### config.mk
export PLATFORM = sky130hd
export DESIGN_NAME = param_rr_fifo_arbiter
export DESIGN_NICKNAME = d
export VERILOG_FILES = /design/src/rtl/param_rr_fifo_arbiter.sv
export SDC_FILE = /design/constraint.sdc
export NUM_CORES = 1
export LEC_CHECK = 0
export CORE_MARGIN = 3
export CORE_UTILIZATION = 40
export CTS_CLUSTER_DIAMETER = 30
export DETAILED_ROUTE_END_ITERATION = 6
export MAX_ROUTING_LAYER = met4
export PLACE_DENSITY_LB_ADDON = 0.1
export SLEW_MARGIN = 20
export SYNTH_ARGS = -nofsm -noshare
export SYNTH_HDL_FRONTEND = slang
export SYNTH_SLANG_ARGS = --single-unit
### constraint.sdc
create_clock -name clk -period 4.7 [get_ports clk]
set_clock_uncertainty 0.05 [all_clocks]
set_input_delay 0.47 -clock clk [delete_from_list [all_inputs] [get_ports clk]]
set_output_delay 0.47 -clock clk [all_outputs]
set_load 0.01 [all_outputs]
### src/rtl/param_rr_fifo_arbiter.sv
// N-channel round-robin arbiter over per-channel FIFOs with one registered valid/ready output.
// mode=0 rotates one channel per accept slot; mode=1 grants the first non-empty channel from ptr.

module param_rr_fifo_ch #(
   parameter int DW    = 8,
   parameter int DEPTH = 8
) (
   input  logic                       clk,
   input  logic                       rst_n,
   input  logic                       wen,
   input  logic [DW-1:0]              din,
   input  logic                       pop,
   output logic [$clog2(DEPTH):0]     count,
   output logic [DW-1:0]              head,
   output logic                       full,
   output logic                       ovf
);
   localparam int AW = $clog2(DEPTH);

   logic [AW-1:0] wptr_q, wptr_d, rptr_q, rptr_d;
   logic [AW:0]   count_q, count_d;
   logic          ovf_q, ovf_d;
   logic [DW-1:0] mem_q [DEPTH];
   logic [DW-1:0] mem_d [DEPTH];
   logic          wr_acc;

   // full comes from the registered count, so a same-cycle pop never frees room for a write
   assign full   = (count_q == (AW+1)'(DEPTH));
   assign wr_acc = wen && !full;

   always_comb begin
      mem_d   = mem_q;
      wptr_d  = wptr_q;
      rptr_d  = rptr_q;
      count_d = count_q;
      ovf_d   = ovf_q | (wen & full);
      if (wr_acc) begin
         mem_d[wptr_q] = din;
         wptr_d        = wptr_q + 1'b1;
      end
      if (pop) rptr_d = rptr_q + 1'b1;
      case ({wr_acc, pop})
         2'b10:   count_d = count_q + 1'b1;
         2'b01:   count_d = count_q - 1'b1;
         default: count_d = count_q;
      endcase
   end

   always_ff @(posedge clk) begin
      if (!rst_n) begin
         wptr_q  <= '0;
         rptr_q  <= '0;
         count_q <= '0;
         ovf_q   <= 1'b0;
      end else begin
         wptr_q  <= wptr_d;
         rptr_q  <= rptr_d;
         count_q <= count_d;
         ovf_q   <= ovf_d;
      end
   end

   // storage needs no reset: a zero count makes every entry unreachable
   always_ff @(posedge clk) begin
      mem_q <= mem_d;
   end

   assign count = count_q;
   assign head  = mem_q[rptr_q];
   assign ovf   = ovf_q;
endmodule

module param_rr_fifo_arbiter #(
   parameter int N_CH  = 4,
   parameter int DW    = 8,
   parameter int DEPTH = 8
) (
   input  logic                      clk,
   input  logic                      rst_n,
   input  logic                      mode,
   input  logic [N_CH-1:0]           wen,
   input  logic [N_CH*DW-1:0]        din,
   input  logic                      ready,
   output logic [N_CH-1:0]           full,
   output logic [N_CH-1:0]           ovf,
   output logic [DW-1:0]             dout,
   output logic                      valid,
   output logic [$clog2(N_CH)-1:0]   src
);
   localparam int AW = $clog2(DEPTH);
   localparam int PW = $clog2(N_CH);

   logic [N_CH-1:0][AW:0]   count;
   logic [N_CH-1:0][DW-1:0] head;
   logic [N_CH-1:0]         nonempty;
   logic [N_CH-1:0]         pop;

   logic [PW-1:0] ptr_q, ptr_d;
   logic [PW-1:0] src_q, src_d;
   logic [DW-1:0] dout_q, dout_d;
   logic          valid_q, valid_d;
   logic          found;
   logic [PW-1:0] grant, idx;

   for (genvar g = 0; g < N_CH; g++) begin : g_ch
      param_rr_fifo_ch #(.DW(DW), .DEPTH(DEPTH)) u_ch (
         .clk   (clk),
         .rst_n (rst_n),
         .wen   (wen[g]),
         .din   (din[g*DW +: DW]),
         .pop   (pop[g]),
         .count (count[g]),
         .head  (head[g]),
         .full  (full[g]),
         .ovf   (ovf[g])
      );
      assign nonempty[g] = |count[g];
   end

   function automatic logic [PW-1:0] wrap_inc(input logic [PW-1:0] p);
      return (p == PW'(N_CH-1)) ? '0 : p + 1'b1;
   endfunction

   always_comb begin
      ptr_d   = ptr_q;
      src_d   = src_q;
      dout_d  = dout_q;
      valid_d = valid_q;
      pop     = '0;
      found   = 1'b0;
      grant   = ptr_q;
      idx     = ptr_q;
      if (!valid_q || ready) begin
         if (!mode) begin
            found = nonempty[ptr_q];
            ptr_d = wrap_inc(ptr_q);
         end else begin
            for (int k = 0; k < N_CH; k++) begin
               if (!found && nonempty[idx]) begin
                  found = 1'b1;
                  grant = idx;
               end
               idx = wrap_inc(idx);
            end
            // an idle scan leaves ptr where it was
            if (found) ptr_d = wrap_inc(grant);
         end
         valid_d = found;
         if (found) begin
            pop[grant] = 1'b1;
            dout_d     = head[grant];
            src_d      = grant;
         end
      end
   end

   always_ff @(posedge clk) begin
      if (!rst_n) begin
         ptr_q   <= '0;
         src_q   <= '0;
         dout_q  <= '0;
         valid_q <= 1'b0;
      end else begin
         ptr_q   <= ptr_d;
         src_q   <= src_d;
         dout_q  <= dout_d;
         valid_q <= valid_d;
      end
   end

   assign dout  = dout_q;
   assign valid = valid_q;
   assign src   = src_q;
endmodule

Word-level counts from Yosys, hierarchy flattened
Cells that the tools add are included.

Bitwise logic cells: 16. $add $sub $neg: 20. Order comparisons: 18. Reduce and logical (&&, ||, !) cells: 31. Eq/ne operators: 17. Muxes and demuxes: 69.

Operators by type and width (count): $bwmux 64 (4); $mux 8 (13); $bmux 8 s3 (4); $demux 8 s3 (4); $ge 4x4->1 const B (8); $not 3->4 (8); $pmux 4 s2 (4); $mux 2 (13); $add 3x1->3 const B (8); $mux 1 (19); $add 4x1->4 const B (4); $bmux 8 s2 (1); $eq 2x2->1 const B (8); $eq 4x4->1 const B (4); $lt 4x1->1 const B (4); $reduce_or 4->1 (4); $sub 4x1->4 const B (4); $lt 2x3->1 const B (5); $logic_and 1x1->1 (12); $add 2x1->2 const B (4); $bmux 1 s2 (4); $eq 2x1->1 const B (4); $logic_not 1->1 (8); $mux 4 (2); 8 further kinds (18).

Output and inout bits: 19. Word-level logic and storage cells: 223. Bits of input ports: 40. Flip-flop bits (word level): 313.

Depth between registers and ports, before layout
Depth in word-level cells: 31. Mapped depth: 16. Mapped depth without buffers: 14.

Cells and area by module
Synthesis repeated with hierarchy kept, for this count alone.

Cells, all modules: 850. Area, all modules: 13605.5 um^2.

Modules (own cells, without submodules): param_rr_fifo_ch at g_ch[1].u_ch ... (times used 3, area an instance 3040.4 um^2, seq. area each 2142.1 um^2, cells each 163); param_rr_fifo_ch at g_ch[0].u_ch (times used 1, area an instance 3034.2 um^2, seq. area each 2142.1 um^2, cells each 164); param_rr_fifo_arbiter (times used 1, area an instance 1450.1 um^2, seq. area each 260.2 um^2, cells each 197).

Worst setup path after synthesis
Ideal clock, no wire load.

Kind: register to register. Start: register g_ch[1].u_ch.count_q[1]. End: register g_ch[3].u_ch.count_q[3]. Setup time: 76 ps. Stages on the path, launching flop included: 17. Clock period less this slack: 3889 ps. Buffers on the path: 3. Data arrival time: 3764 ps. Slack: 811 ps. Data required time: 4574 ps. Path through: dfxtp_1 > buf_6 > or4_4 > buf_6 > a22oi_4 > o2111ai_4 > o41ai_4 > and2_1 > buf_6 > nor3_2 > ha_1 > ha_1 > a21o_1 > a21oi_1 > xnor2_1 > or3_1 > a21boi_0.

Longest elaborated chain between the ends: 31. Elaborated cells on any way between the ends: 47. Classes of those cells: order compare (2); eq/ne (2); mux (34); reduce/logical (9).

RTL lines: from (decl) (RTL line 21) `logic [AW:0] count_q, count_d;`; from (signal assigned) (RTL line 58) `count_q <= count_d;`; $reduce_or 4->1 * (RTL line 117) `assign nonempty[g] = |count[g];`; $bmux 1 s2 (RTL line 135, 139); $mux 1 (implied by the code) (RTL line 135, 139); $mux 1 (RTL line 139) `if (!found && nonempty[idx]) begin`; $mux 1 (RTL line 134) `if (!mode) begin`; $mux 1 (RTL line 133) `if (!valid_q || ready) begin`; $logic_not 1->1 (RTL line 139); $logic_and 1x1->1 (RTL line 139); (+16 left out); $logic_and 1x1->1 (implied by the code) (RTL line 150) `pop[grant] = 1'b1;`; $mux 1 (implied by the code) (RTL line 150); $demux 1 s2 (RTL line 150); $mux 4 * (RTL line 149) `if (found) begin`; $mux 4 * (RTL line 133); named net g_ch[3].u_ch.pop (RTL line 12) `input logic pop,`; $eq 2x1->1 / $eq 2x2->1 (equally long branches) (RTL line 42) `case ({wr_acc, pop})`; $pmux 4 s2 / $reduce_bool 2->1 (equally long branches); to (signal assigned) (RTL line 58); to (decl) (RTL line 21).

The timed path passes the listed nets; every way through them passes the cells marked *. The select of a mux whose other input is x is not followed. A chain may end at the register's enable or synchronous reset.

Worst setup path after layout
Start: register g_ch[1].u_ch.count_q[1]. End: register g_ch[0].u_ch.count_q[3].

Longest elaborated chain between the ends: 31. Elaborated cells on any way between the ends: 47. Classes of those cells: order compare (2); eq/ne (2); mux (34); reduce/logical (9).

RTL lines (RTL line): $reduce_or 4->1 * (117); $bmux 1 s2 (135, 139); $mux 1 (implied by the code) (135, 139); $mux 1 (139); $mux 1 (134); $mux 1 (133); $logic_not 1->1 (139); $logic_and 1x1->1 (139); (+16 left out); $logic_and 1x1->1 (implied by the code) (150); $mux 1 (implied by the code) (150); $demux 1 s2 (150); $mux 4 * (149); $mux 4 * (133); named net g_ch[0].u_ch.pop (12); $eq 2x1->1 / $eq 2x2->1 (equally long branches) (42); $pmux 4 s2 / $reduce_bool 2->1 (equally long branches); to (signal assigned) (58); to (decl) (21).

Marked as above.

==> results_dict.tcl <==
set metrics [dict create \
    status "complete, no violations" \
    routedWlPerCell_um 20.4 \
    place_congestion 0.837 \
    final_nets 992 \
    cts_setup_buffers 0 \
    ys.flop_type "edfxtp_1" \
    drtIter0Drc 476 \
    clk_latency_ns 0.55 \
    io_buffers 58 \
    slew_headroom_pct 29.3 \
    maxSlewViolCount 0 \
    rsz0062_at_grt "no" \
    reg2reg_slack_ns 0.43 \
    synth.yosys.seq_area_share_pct 65.9 \
    synthesis.area_um2 13400 \
    period_needed_ns 4.27 \
    grt_remaining_overflow 0 \
    syn_inst 834 \
    io_pins 59 \
    ys_warn_count 0 \
    power_leakage_nw 5.58 \
    fmax_mhz 234 \
    yosys.area.top_type "edfxtp_1" \
    path_class "flop to flop" \
    via_per_inst 5.25 \
    dieHeight_um 189 \
    diodes 0 \
    hpwl_um 18900 \
    worstMarginPinSlew_ns 1.06 \
    setup.worst_path.end_class "flop" \
    grt_max_degree 61 \
    grtUsageTotal_pct 17.2 \
    clk_pin_slew_ns 0.04 \
    fill_cells 2693 \
    hold_buffers 0 \
    layout-drive-gt1-share_pct 23.5 \
    cts_tree "built" \
    start_util_pct 40.9 \
    worstPathArrival_ns 4.69 \
    grt_pass1_wl_um 45300 \
    rows 66 \
    ys_top_cells_by_area "edfxtp_1 (57%), mux4_2 (11%), dfxtp_1 (8.5%), mux2i_1 (2.9%), ha_1 (2.0%)" \
    p_per_area_nw_per_um2 635 \
    route.detailed.drc 0 \
    hp-class "flop to flop" \
    cts.sinks 313 \
    die_w_um 189 \
    totalNegativeSetupSlack_ns 0 \
    ant_nets 0 \
    syn_nets 898 \
    finalSetupViolations 0 \
    dr.pass1.iters 5 \
    areaGrowthSynthToFinish_pct 25.7 \
    yosysTopAreaCellShare_pct 57.4 \
    worstPathRequired_ns 5.11 \
    grt_antenna_before_repair 0 \
    avgSynthCellArea_um2 16.1 \
    grt_pass1_vias 7897 \
    ys_ff_latch 313 \
    clock-root-buffer "clkbuf_16" \
    fin_crit_sh_pct 90.9 \
    wl_um 29100 \
    htreeDepth 3 \
    coreArea_um2 32800 \
    critPathLaunchType "flop" \
    vias 7486 \
    hold_viol_final 0 \
    die_area_um2 35700 \
    async_flop_share_pct 0 \
    synth_edf_count 256 \
    utilization_pct 51.4 \
    clk_path_buf_depth 3 \
    numCtsBuffers 70 \
    maxCapViolCount 0 \
    yosysUniqueCellTypes 60 \
    cp_max_fo 10 \
    ir_worst_vdd_mv 0.259 \
]
[path summary, 6_finish.rpt]
check	endpoint	start	cells past startpoint
setup / recovery	g_ch[0].u_ch.count[3]$_SDFFE_PN0P_	g_ch[1].u_ch.count[1]$_SDFFE_PN0P_	13
hold / removal	g_ch[0].u_ch.ovf$_SDFF_PN0_	g_ch[0].u_ch.ovf$_SDFF_PN0_	2
setup reg to reg	g_ch[0].u_ch.count[3]$_SDFFE_PN0P_	g_ch[1].u_ch.count[1]$_SDFFE_PN0P_	13
hold reg to reg	g_ch[0].u_ch.ovf$_SDFF_PN0_	g_ch[0].u_ch.ovf$_SDFF_PN0_	2
[registers in the layout, indices dropped and copies added (netlist names)]
register	flops
g_ch.u_ch.wptr_q	12
ptr_q	2
valid	1
g_ch.u_ch.ovf	4
g_ch.u_ch.count	16
g_ch.u_ch.mem_q	256
g_ch.u_ch.rptr_q	12
src	2
dout	8
[what timing repair did]
| item | CTS | global route |
|---|---|---|
| endpoints found under the hold margin | 0 | 0 |
| resized for setup | 0 | 3 |
| endpoints found under the setup margin | 0 | 4 |
[stage by stage]
stage,cell area (µm²),cells,worst slack [ns],total power (W),hold WS [ns]
6_report,16800,1427,0.428,0.0107,0.442
5_1_grt,16800,1427,0.0947,0.0112,0.461
4_1_cts,16800,1427,0.317,0.0108,0.445
3_3_place_gp,14500,1298,0.511,0.00591,0.425
2_1_floorplan,13400,834,0.811,0.00528,0.410
3_5_place_dp,14500,1298,0.327,0.00600,0.429
[cell usage after synthesis (4+ instances only)]
cell type	instances
edfxtp_1	256
mux4_2	64
dfxtp_1	57
nand2_1	51
mux2i_1	39
clkbuf_1	26
nand3_1	24
nor2_1	23
ha_1	21
and2_1	19
o21ai_0	18
nor3_1	17
nand2b_1	16
a21boi_0	14
a21oi_1	14
xnor2_1	14
inv_1	12
nor2b_1	12
buf_1	11
o211ai_1	10
nor4_1	9
buf_4	8
mux2_1	8
mux2_2	8
o2111ai_1	8
xor2_1	7
nor4b_1	6
buf_6	4
nand4_1	4
nor3_2	4
or3_1	4
[where the power goes]
| part | leakage, nW | switching (W) | internal, W | total, W |
|---|---|---|---|---|
| registers | 2.79 | 0.000241 | 0.00323 | 0.00347 |
| clock network | 1.12 | 0.00150 | 0.00321 | 0.00472 |
| logic | 1.67 | 0.00141 | 0.00111 | 0.00251 |
[cells in the final DEF, fill, tap and decap left out, drive strengths merged, types with 7 or more instances in the layout]
master | netlist | final
a21oi | 14 | 14
and2 | 19 | 19
xor2 | 7 | 7
nor2b | 12 | 12
buf | 25 | 16
nand2b | 16 | 16
bufinv | 0 | 7
nor3 | 21 | 21
edfxtp | 256 | 256
xnor2 | 14 | 14
o21ai | 18 | 18
nand2 | 52 | 52
clkinv | 2 | 26
nor4 | 10 | 10
clkinvlp | 0 | 10
inv | 12 | 15
clkbuf | 26 | 85
mux4 | 64 | 64
mux2i | 39 | 39
clkdlybuf4s50 | 0 | 57
dfxtp | 57 | 57
nand3 | 24 | 24
mux2 | 16 | 16
o211ai | 10 | 10
ha | 21 | 21
o2111ai | 9 | 9
a21boi | 14 | 14
nor2 | 23 | 23
[logic make-up (layout without fill, tap and decap cells)]
| family | Yosys count | count (layout) | synth area share [%] |
|---|---|---|---|
| AOI/OAI and AO/OA | 88 | 88 | 4.88 |
| xor gates and xnor gates | 21 | 21 | 1.37 |
| adders and majority gates | 24 | 24 | 2.41 |
| buffers and inverters | 65 | 216 | 2.29 |
| DFF | 313 | 313 | 65.9 |
| muxes | 119 | 119 | 15.0 |
| and+or+nand+nor | 204 | 204 | 8.16 |
[layout make-up]
class                   instances  area (µm²)  share of cell area [%]
clock buffers                  85        1860                    11.0
inverters                      14        52.6                   0.312
clock inverters                44         500                    2.97
well taps                     442         553                    3.28
flip-flops and latches        313        8830                    52.4
repair buffers                 73         688                    4.08
multi-input cells             456        4360                    25.9
[layer usage]
| layer | wire length (µm) | track usage [%] | vias up |
|---|---|---|---|
| li1 | - | - | 3484 |
| met1 | 13200 | 23.1 | 3762 |
| met2 | 13900 | 26.3 | 187 |
| met3 | 1310 | 3.02 | 53 |
| met4 | 748 | 6.50 | 0 |
| met5 | 0 | - | - |
[critical path, cell delays in order, from the launching register on]
cell	delay, ns
dfxtp_1	0.38
or4_4	0.62
a22oi_4	0.25
o2111ai_4	0.23
o41ai_4	0.67
nand2_2	0.19
nor3_2	0.32
ha_1	0.27
ha_1	0.24
a21o_1	0.18
a21oi_1	0.19
xnor2_1	0.11
or3_1	0.30
a21boi_0	0.18
Note: power is estimated with default switching activity, not from simulation.
